--- config.mk ---
export PLATFORM = sky130hd
export DESIGN_NAME = regs_bank_responder_flat
export DESIGN_NICKNAME = d
export VERILOG_FILES = /design/src/rtl/regs_bank_responder_if.sv /design/src/rtl/regs_bank_responder.sv /design/src/flat_wrapper.sv
export SDC_FILE = /design/constraint.sdc
export NUM_CORES = 1
export LEC_CHECK = 0
export CELL_PAD_IN_SITES_DETAIL_PLACEMENT = 0
export CELL_PAD_IN_SITES_GLOBAL_PLACEMENT = 2
export CORE_MARGIN = 1
export CORE_UTILIZATION = 44
export CTS_CLUSTER_DIAMETER = 200
export DETAILED_ROUTE_END_ITERATION = 7
export DONT_BUFFER_PORTS = 1
export GPL_TIMING_DRIVEN = 0
export HOLD_SLACK_MARGIN = 0.12
export PLACE_DENSITY_LB_ADDON = 0.15
export SYNTH_ARGS = -nofsm -noshare
export SYNTH_HDL_FRONTEND = slang
export SYNTH_SLANG_ARGS = --single-unit
export TNS_END_PERCENT = 10
--- constraint.sdc ---
create_clock -name clk -period 4.05 [get_ports clk]
set_input_delay 0.81 -clock clk [delete_from_list [all_inputs] [get_ports clk]]
set_output_delay 0.81 -clock clk [all_outputs]
set_load 0.1 [all_outputs]
--- src/rtl/regs_bank_responder_if.sv ---
// Register-manager bus between the DAQ initiator and the register-bank responder.
// Carries address/data/strobes toward the bank and readData/writeAck back.
interface regs_bank_responder_if #(
    parameter int ADDRWIDTH   = 8,
    parameter int DATA_LENGTH = 32
);
    logic [ADDRWIDTH-1:0]   address;
    logic [DATA_LENGTH-1:0] writeData;
    logic                   writeEnable;
    logic                   readEnable;
    logic                   writeAdmin;
    logic [DATA_LENGTH-1:0] readData;
    logic                   writeAck;

    modport master (
        output address, writeData, writeEnable, readEnable, writeAdmin,
        input  readData, writeAck
    );

    modport slave (
        input  address, writeData, writeEnable, readEnable, writeAdmin,
        output readData, writeAck
    );
endinterface

--- src/rtl/regs_bank_responder.sv ---
// Register bank on the DAQ register-manager bus: RW control regs, RO status words, command strobes.
// Define REGS_BANK_ERR_STICKY_EN to add the W1C error register at 0x3F.
module regs_bank_responder #(
    parameter int                      DATA_LENGTH = 32,
    parameter int                      ADDRWIDTH   = 8,
    parameter int                      NUM_CTRL    = 8,
    parameter int                      NUM_STATUS  = 4,
    parameter logic [NUM_CTRL-1:0]     ADMIN_MASK  = 8'hC0,
    parameter logic [DATA_LENGTH-1:0]  ID_VALUE    = 32'h5D0A_0001
) (
    input  logic                              clk,
    input  logic                              reset_n,
    regs_bank_responder_if.slave              bus,
    output logic [NUM_CTRL*DATA_LENGTH-1:0]   ctrlRegs,
    input  logic [NUM_STATUS*DATA_LENGTH-1:0] statusRegs,
    output logic [DATA_LENGTH-1:0]            cmdPulse
);

    typedef enum logic [1:0] {S_IDLE, S_ACK, S_WAIT} state_t;

    localparam logic [ADDRWIDTH-1:0] A_ID  = ADDRWIDTH'(8'h00);
    localparam logic [ADDRWIDTH-1:0] A_CMD = ADDRWIDTH'(8'h01);

    state_t                                state_q, state_d;
    logic [NUM_CTRL-1:0][DATA_LENGTH-1:0]  ctrl_q, ctrl_d;
    logic [DATA_LENGTH-1:0]                readData_q, readData_d;
    logic [DATA_LENGTH-1:0]                cmdPulse_q, cmdPulse_d;
    logic [DATA_LENGTH-1:0]                rd_mux;
    logic [NUM_CTRL-1:0]                   ctrl_sel, ctrl_ok;
    logic                                  wr_go, cmd_hit;

    // A write is taken only on the first edge of a writeEnable assertion.
    assign wr_go   = (state_q == S_IDLE) && bus.writeEnable;
    assign cmd_hit = (bus.address == A_CMD);

    always_comb begin
        ctrl_sel = '0;
        ctrl_ok  = '0;
        for (int i = 0; i < NUM_CTRL; i++) begin
            ctrl_sel[i] = (bus.address == ADDRWIDTH'(16 + i));
            ctrl_ok[i]  = ctrl_sel[i] && (!ADMIN_MASK[i] || bus.writeAdmin);
        end
    end

`ifdef REGS_BANK_ERR_STICKY_EN
    localparam logic [ADDRWIDTH-1:0] A_ERR = ADDRWIDTH'(8'h3F);

    logic [1:0] errSticky_q, errSticky_d;
    logic [1:0] err_set, err_clr;
    logic       err_hit, wr_prot, wr_bad;

    assign err_hit = (bus.address == A_ERR);
    assign wr_prot = (|ctrl_sel) && !(|ctrl_ok);
    assign wr_bad  = !(|ctrl_sel) && !cmd_hit && !err_hit;

    // Set beats clear when both land on the same edge.
    always_comb begin
        err_set     = {wr_go && wr_bad, wr_go && wr_prot};
        err_clr     = (wr_go && err_hit) ? bus.writeData[1:0] : 2'b00;
        errSticky_d = (errSticky_q & ~err_clr) | err_set;
    end

    always_ff @(posedge clk or negedge reset_n) begin
        if (!reset_n) errSticky_q <= 2'b00;
        else          errSticky_q <= errSticky_d;
    end
`endif

    always_comb begin
        rd_mux = '0;
        if (bus.address == A_ID) rd_mux = ID_VALUE;
        for (int i = 0; i < NUM_CTRL; i++)
            if (ctrl_sel[i]) rd_mux = ctrl_q[i];
        for (int j = 0; j < NUM_STATUS; j++)
            if (bus.address == ADDRWIDTH'(32 + j))
                rd_mux = statusRegs[j*DATA_LENGTH +: DATA_LENGTH];
`ifdef REGS_BANK_ERR_STICKY_EN
        if (err_hit) rd_mux = {{(DATA_LENGTH-2){1'b0}}, errSticky_q};
`endif
    end

    always_comb begin
        state_d    = state_q;
        ctrl_d     = ctrl_q;
        cmdPulse_d = '0;
        readData_d = bus.readEnable ? rd_mux : readData_q;
        case (state_q)
            S_IDLE: if (bus.writeEnable) state_d = S_ACK;
            S_ACK:  state_d = bus.writeEnable ? S_WAIT : S_IDLE;
            S_WAIT: if (!bus.writeEnable) state_d = S_IDLE;
            default: state_d = S_IDLE;
        endcase
        if (wr_go) begin
            for (int i = 0; i < NUM_CTRL; i++)
                if (ctrl_ok[i]) ctrl_d[i] = bus.writeData;
            if (cmd_hit) cmdPulse_d = bus.writeData;
        end
    end

    always_ff @(posedge clk or negedge reset_n) begin
        if (!reset_n) begin
            state_q    <= S_IDLE;
            ctrl_q     <= '0;
            readData_q <= '0;
            cmdPulse_q <= '0;
        end else begin
            state_q    <= state_d;
            ctrl_q     <= ctrl_d;
            readData_q <= readData_d;
            cmdPulse_q <= cmdPulse_d;
        end
    end

    // Ack is decoded from state so a reset drops it immediately.
    assign bus.writeAck = (state_q == S_ACK);
    assign bus.readData = readData_q;
    assign ctrlRegs     = ctrl_q;
    assign cmdPulse     = cmdPulse_q;

endmodule
--- src/flat_wrapper.sv ---
// flat-port wrapper written by rule: the top's interface ports become plain ports
module regs_bank_responder_flat 
#(
    parameter int                      DATA_LENGTH = 32,
    parameter int                      ADDRWIDTH   = 8,
    parameter int                      NUM_CTRL    = 8,
    parameter int                      NUM_STATUS  = 4,
    parameter logic [NUM_CTRL-1:0]     ADMIN_MASK  = 8'hC0,
    parameter logic [DATA_LENGTH-1:0]  ID_VALUE    = 32'h5D0A_0001
)
  (clk, reset_n, ctrlRegs, statusRegs, cmdPulse, bus_address, bus_writeData, bus_writeEnable, bus_readEnable, bus_writeAdmin, bus_readData, bus_writeAck);
  regs_bank_responder_if #(.ADDRWIDTH(ADDRWIDTH), .DATA_LENGTH(DATA_LENGTH)) bus_i ();
  input  logic clk;
  input  logic reset_n;
  output logic [NUM_CTRL*DATA_LENGTH-1:0] ctrlRegs;
  input  logic [NUM_STATUS*DATA_LENGTH-1:0] statusRegs;
  output logic [DATA_LENGTH-1:0] cmdPulse;
  input wire logic [$bits(bus_i.address)-1:0] bus_address;
  input wire logic [$bits(bus_i.writeData)-1:0] bus_writeData;
  input wire logic [$bits(bus_i.writeEnable)-1:0] bus_writeEnable;
  input wire logic [$bits(bus_i.readEnable)-1:0] bus_readEnable;
  input wire logic [$bits(bus_i.writeAdmin)-1:0] bus_writeAdmin;
  output wire logic [$bits(bus_i.readData)-1:0] bus_readData;
  output wire logic [$bits(bus_i.writeAck)-1:0] bus_writeAck;
  assign bus_i.address = bus_address;
  assign bus_i.writeData = bus_writeData;
  assign bus_i.writeEnable = bus_writeEnable;
  assign bus_i.readEnable = bus_readEnable;
  assign bus_i.writeAdmin = bus_writeAdmin;
  assign bus_readData = bus_i.readData;
  assign bus_writeAck = bus_i.writeAck;
  regs_bank_responder #(.DATA_LENGTH(DATA_LENGTH), .ADDRWIDTH(ADDRWIDTH), .NUM_CTRL(NUM_CTRL), .NUM_STATUS(NUM_STATUS), .ADMIN_MASK(ADMIN_MASK), .ID_VALUE(ID_VALUE)) u_core (.clk(clk), .reset_n(reset_n), .bus(bus_i), .ctrlRegs(ctrlRegs), .statusRegs(statusRegs), .cmdPulse(cmdPulse));
endmodule
==> flow_summary.json, run 1 <==
{
  "status": "finished, violations left",
  "violations": "negative hold slack",
  "cts-root-buf": "clkbuf_16",
  "groute.usage.overall_pct": 34.2,
  "setup_viol": 0,
  "synth_nets": 1441,
  "routed_wl_um": 63400,
  "globalRoute.totalOverflow": 0,
  "dieArea_um2": 36800,
  "power_mw": 8.33,
  "power_density_nw_per_um2": 467,
  "r2r_cells": 5,
  "post_drt_wl_per_cell_um": 35.2,
  "cts_buffer_depth": 3,
  "ys_seq_area_share_pct": 50.9,
  "die_h_um": 192,
  "synth_area_um2": 15800,
  "rsz0062_at_grt": "false",
  "dp_cells": 1731,
  "first_pass_iters": 6,
  "nNetsFinal": 1484,
  "worstPathRequired_ns": 4.52,
  "multi_input_area_um2": 7230,
  "relSlewSlack_pct": 11.2,
  "synth_top_flop_cell": "dfrtp_1",
  "start_util_pct": 44.6,
  "gp_congestion": 0.863,
  "vias_per_cell": 6.44,
  "synth_warnings": 0,
  "peakVddDrop_mv": 0.404,
  "antenna_cells": 0,
  "grt_max_degree": 323,
  "drive_gt1_share_pct": 33.5,
  "wl_met3_um": 6390,
  "cts.sinks": 322,
  "highest_layer": "met4",
  "grt_pass1_vias": 11900,
  "fill_cells": 3149,
  "period_share_pct": 75.3,
  "drc": 0,
  "mostFrequentLayoutCell": "dfrtp_1",
  "io_buffers": 0,
  "reg2reg_slack_ns": 1.43,
  "worstSkewPairLatency_ns": 0.56,
  "skew_ns": 0.0128,
  "antenna_found_initial": 1,
  "wl_met1_um": 24900,
  "hold_viol": 83,
  "path_max_fanout": 10,
  "synth-edff-count": 0,
  "post_cts_resized": 0,
  "cts_tree": "yes",
  "cp-start-kind": "input port",
  "drtAntennaViolNets": 0,
  "fmax_mhz": 328,
  "drt-initial-drc-count": 879,
  "core-area_um2": 35500,
  "hold_path_class": "input port to async pin",
  "r2r_start": "u_core.state_q[0]",
  "cp.arrival_ns": 3.52,
  "dp_hpwl_um": 46200,
  "met2_length_um": 30400,
  "path_clk_slew_ns": 0.06,
  "pin_count": 494,
  "regToRegEndpoint": "u_core.cmdPulse[2]",
  "die_x_um": 192,
  "rows": 69,
  "ys_async_sr_fraction_pct": 100,
  "synth-seq-cells": 322,
  "whs_ns": -0.0454,
  "regArea_um2": 8060,
  "post_cts_buffers": 0,
  "power_leakage_nw": 8.75,
  "avgSynthCellArea_um2": 12.5,
  "tightest_slew_ns": 1.33,
  "final_cell_mix": "dfrtp_1, mux2_2, o21ai_0",
  "max-cap-violations": 0,
  "h-tree-depth": 2,
  "drv_slew": 0,
  "post-route-min-period_ns": 3.05,
  "critPathLaunch": "bus_address[1]",
  "post-place-ws_ns": 0.487,
  "cts_made_buffers": 39,
  "stdcell_count": 1802,
  "path_class": "input port to flip-flop",
  "crit_path_end_kind": "flip-flop",
  "dr_total_vias": 11600,
  "areaGrowthSynthToFinish_pct": 12.6,
  "grt_pass1_wl_um": 88500,
  "ys_types": 54,
  "netlist_instances": 1268,
  "fin_ws_ns": 0.999,
  "finalSetupTns_ns": 0
}
-- flip-flops by register name, indices dropped and copies added, names as in the netlist --
signal               flops
u_core.bus.readData     32
u_core.cmdPulse         32
u_core.ctrlRegs        256
u_core.state_q           2
-- worst max path at each step --
stage	to	cells after the start
4_1_cts	u_core.bus.readData[21]	7
3_5_place_dp	u_core.bus.readData[21]	7
2_1_floorplan	bus_writeAck	1
5_1_grt	u_core.bus.readData[9]	8
6_report	u_core.bus.readData[3]	8
3_3_place_gp	u_core.bus.readData[21]	7
-- per-layer routing --
metal  GRT usage (%)  vias to the layer above
li1                -                     4799
met1            42.6                     6100
met2            56.3                      597
met3            11.1                      100
met4            10.3                        0
met5               0                        -
-- where the power goes --
part           leakage, nW  internal (mW)  switching [mW]
Sequential            4.47           3.29           0.785
Clock                0.683           2.38            1.41
Combinational         3.60          0.201           0.265
-- stage by stage --
step / instance area, um^2 / utilization [%]
6_report: 17800 / 50.3
5_1_grt: 17800 / 50.3
4_1_cts: 17800 / 50.3
3_5_place_dp: 16400 / 46.4
3_3_place_gp: 16400 / 46.3
2_1_floorplan: 15800 / -
-- cell type report --
cell class	count	area share [%]
Buffer	100	2.88
Clock buffer	56	6.52
Clock inverter	15	1.29
Inverter	10	0.210
Multi-Input combinational cell	836	40.5
Sequential cell	322	45.2
Tap cell	461	3.23
Timing Repair Buffer	2	0.175
-- worst max-delay path, cell delays in order --
cell and delay [ns]:
buf_2 0.23, buf_2 0.32, buf_2 0.43, clkbuf_1 0.81
nand3_1 0.37, o2bb2ai_1 0.30, nor3_1 0.08, a21oi_1 0.16
-- cells in the mapped netlist, types with 30 or more instances --
library cell,instances,area (um^2)
nand2_1,38,143
a211oi_1,32,240
nand3_1,33,165
mux2_4,30,450
o22ai_1,30,188
clkbuf_1,43,161
o21ai_0,85,425
buf_2,35,175
nor2_1,47,176
mux2_2,267,3010
and2_1,39,244
dfrtp_1,322,8060
-- cell families (layout without fill, tap and decap cells) --
kind of cell	Yosys count	in the layout	share of synthesized area (%)
compound gates	284	284	12.2
simple gates	210	210	6.97
mux	342	342	26.4
flops	322	322	50.9
buf+inv	110	183	3.48
No activity file was read; power rests on OpenSTA's default activity.
==> inputs of run 2 (changes only) <==
--- a/config.mk
+++ b/config.mk
@@ -8,7 +8,7 @@
 export CELL_PAD_IN_SITES_DETAIL_PLACEMENT = 0
 export CELL_PAD_IN_SITES_GLOBAL_PLACEMENT = 2
 export CORE_MARGIN = 1
-export CORE_UTILIZATION = 44
+export CORE_UTILIZATION = 37
 export CTS_CLUSTER_DIAMETER = 200
 export DETAILED_ROUTE_END_ITERATION = 7
 export DONT_BUFFER_PORTS = 1
==> constraint.sdc (replaced) <==
create_clock -name clk -period 2.6 [get_ports clk]
set_input_delay 0.52 -clock clk [delete_from_list [all_inputs] [get_ports clk]]
set_output_delay 0.52 -clock clk [all_outputs]
set_load 0.1 [all_outputs]
==> flow_summary.json, run 2 (synthesis gave the netlist of run 1 again) <==
{
  "path_max_fanout": 10,
  "p_seq_share_pct": 49.3,
  "core-area_um2": 42000,
  "nNetsFinal": 1522,
  "met2_length_um": 32800,
  "largest_reg_flops": 256,
  "dp_hpwl_um": 49500,
  "gp_congestion": 0.829,
  "period_share_pct": 96.2,
  "switching_share_pct": 30.8,
  "timing.critical_path.mode_cell": "buf_2",
  "worstPathRequired_ns": 3.02,
  "drv_slew": 0,
  "skew_ns": 0.00721,
  "path_clk_slew_ns": 0.06,
  "postCtsHoldBufs": 38,
  "switching_power_mw": 3.96,
  "peakVddDrop_mv": 0.488,
  "drc": 0,
  "post-route-min-period_ns": 2.50,
  "dieArea_um2": 43600,
  "rsz0062_at_grt": "false",
  "crit_slowest_cell": "buf_1",
  "wl_met1_um": 27300,
  "pin_count": 494,
  "io_buffers": 0,
  "fmax_mhz": 400,
  "die_x_um": 209,
  "rows": 75,
  "cts-root-buf": "clkbuf_16",
  "drt-initial-drc-count": 889,
  "crit_family": "buffers and inverters",
  "fill_cells": 4036,
  "crit_chain": "buf_2 -> buf_2 -> buf_2 -> buf_1 -> mux4_2 -> a22oi_1 -> o31ai_1",
  "setup_viol": 0,
  "first_pass_iters": 5,
  "die_h_um": 209,
  "power_density_nw_per_um2": 705,
  "globalRoute.totalOverflow": 0,
  "h-tree-depth": 2,
  "groute.usage.overall_pct": 30.8,
  "cp-start-kind": "input port",
  "grt_pass1_wl_um": 94500,
  "highest_layer": "met5",
  "tightest_slew_ns": 1.27,
  "max-cap-violations": 0,
  "drtAntennaViolNets": 0,
  "worstPathBufferInverterCount": 4,
  "hold_viol": 322,
  "dr_total_vias": 11600,
  "worstSkewPairLatency_ns": 0.56,
  "clkPwrFrac_pct": 44.1,
  "crit_path_end_kind": "flip-flop",
  "cts_tree": "yes",
  "violations": "negative hold slack",
  "path_class": "input port to flip-flop",
  "cts_buffer_depth": 3,
  "utilization_pct": 43.5,
  "hold_path_class": "input port to async pin",
  "grt_pass1_vias": 12100,
  "drive_gt1_share_pct": 33.0,
  "status": "finished, violations left",
  "critPathMaxStageDelay_ns": 0.69,
  "routed_wl_um": 67700,
  "antenna_found_initial": 7,
  "vias_per_cell": 6.02,
  "start_util_pct": 37.7,
  "mostFrequentLayoutCell": "dfrtp_1",
  "power_frac_comb_pct": 6.6,
  "post_drt_wl_per_cell_um": 35.3,
  "wl_met3_um": 6210,
  "relSlewSlack_pct": 15.1,
  "cp.arrival_ns": 2.93,
  "power_leakage_nw": 8.90,
  "grt_max_degree": 323,
  "areaGrowthSynthToFinish_pct": 15.4,
  "cts.sinks": 322,
  "power_mw": 12.9,
  "cts_made_buffers": 39,
  "internal_power_mw": 8.92,
  "whs_ns": -0.331,
  "final_cell_mix": "dfrtp_1, mux2_2, o21ai_0"
}
[run 2: power groups by stage]
| stage | combinational [mW] | clock (mW) | sequential [mW] |
|---|---|---|---|
| after detailed placement | 0.729 | 0 | 6.45 |
| after global placement | 0.708 | 0 | 6.45 |
| final | 0.850 | 5.68 | 6.36 |
| after floorplan | 0.495 | 0 | 6.36 |
| after global routing | 0.905 | 5.99 | 6.37 |
| after CTS | 0.848 | 5.80 | 6.36 |
[run 2: worst paths after layout]
check | slack [ns] | cells past startpoint | end | startpoint
max reg2reg | 0.29 | 5 | u_core.cmdPulse[20] | u_core.state_q[0]
min | -0.33 | 0 | u_core.cmdPulse[13] | reset_n
min in group clk | 0.15 | 2 | u_core.bus.readData[19] | statusRegs[115]
min reg2reg | 0.57 | 1 | u_core.state_q[0] | u_core.state_q[0]
max in group asynchronous | 2.21 | 0 | u_core.ctrlRegs[186] | reset_n
max | 0.1 | 7 | u_core.bus.readData[13] | bus_address[1]
[run 2: metal layers]
| layer | up-vias | GRT usage [%] |
|---|---|---|
| met5 | - | 0 |
| met4 | 4 | 8.19 |
| met3 | 77 | 10.5 |
| met2 | 506 | 51.0 |
| met1 | 6065 | 38.3 |
| li1 | 4910 | - |
[run 2: timing repair]
action / CTS / global route
gates cloned: 0 / 0
gates resized for setup: 4 / 7
endpoints found under the hold margin: 616 / 322
setup endpoints to repair: 20 / 49
buffers inserted: 0 / 0
[run 2: final cells by class]
| class | count | area (um^2) | share of cell area [%] |
|---|---|---|---|
| sequential | 322 | 8060 | 44.1 |
| multi-input combinational | 836 | 7240 | 39.6 |
| clock buffer | 53 | 1130 | 6.19 |
| tap | 539 | 674 | 3.69 |
| buffer | 100 | 520 | 2.85 |
| timing repair buffer | 40 | 412 | 2.25 |
| clock inverter | 16 | 189 | 1.03 |
| inverter | 10 | 37.5 | 0.205 |
| antenna | 5 | 12.5 | 0.0685 |
[run 2: metrics by stage]
step	hold slack (ns)	std cells	area [um^2]	setup TNS (ns)	worst slack, ns
after floorplan	0.224	1268	15800	0	0.323
after global placement	0.233	1807	16500	-51.81	-0.778
after detailed placement	0.234	1809	16500	-55.69	-0.788
after CTS	-0.362	1916	18300	0	0.0433
after global routing	-0.352	1917	18300	0	0.00928
final	-0.331	1921	18300	0	0.0979
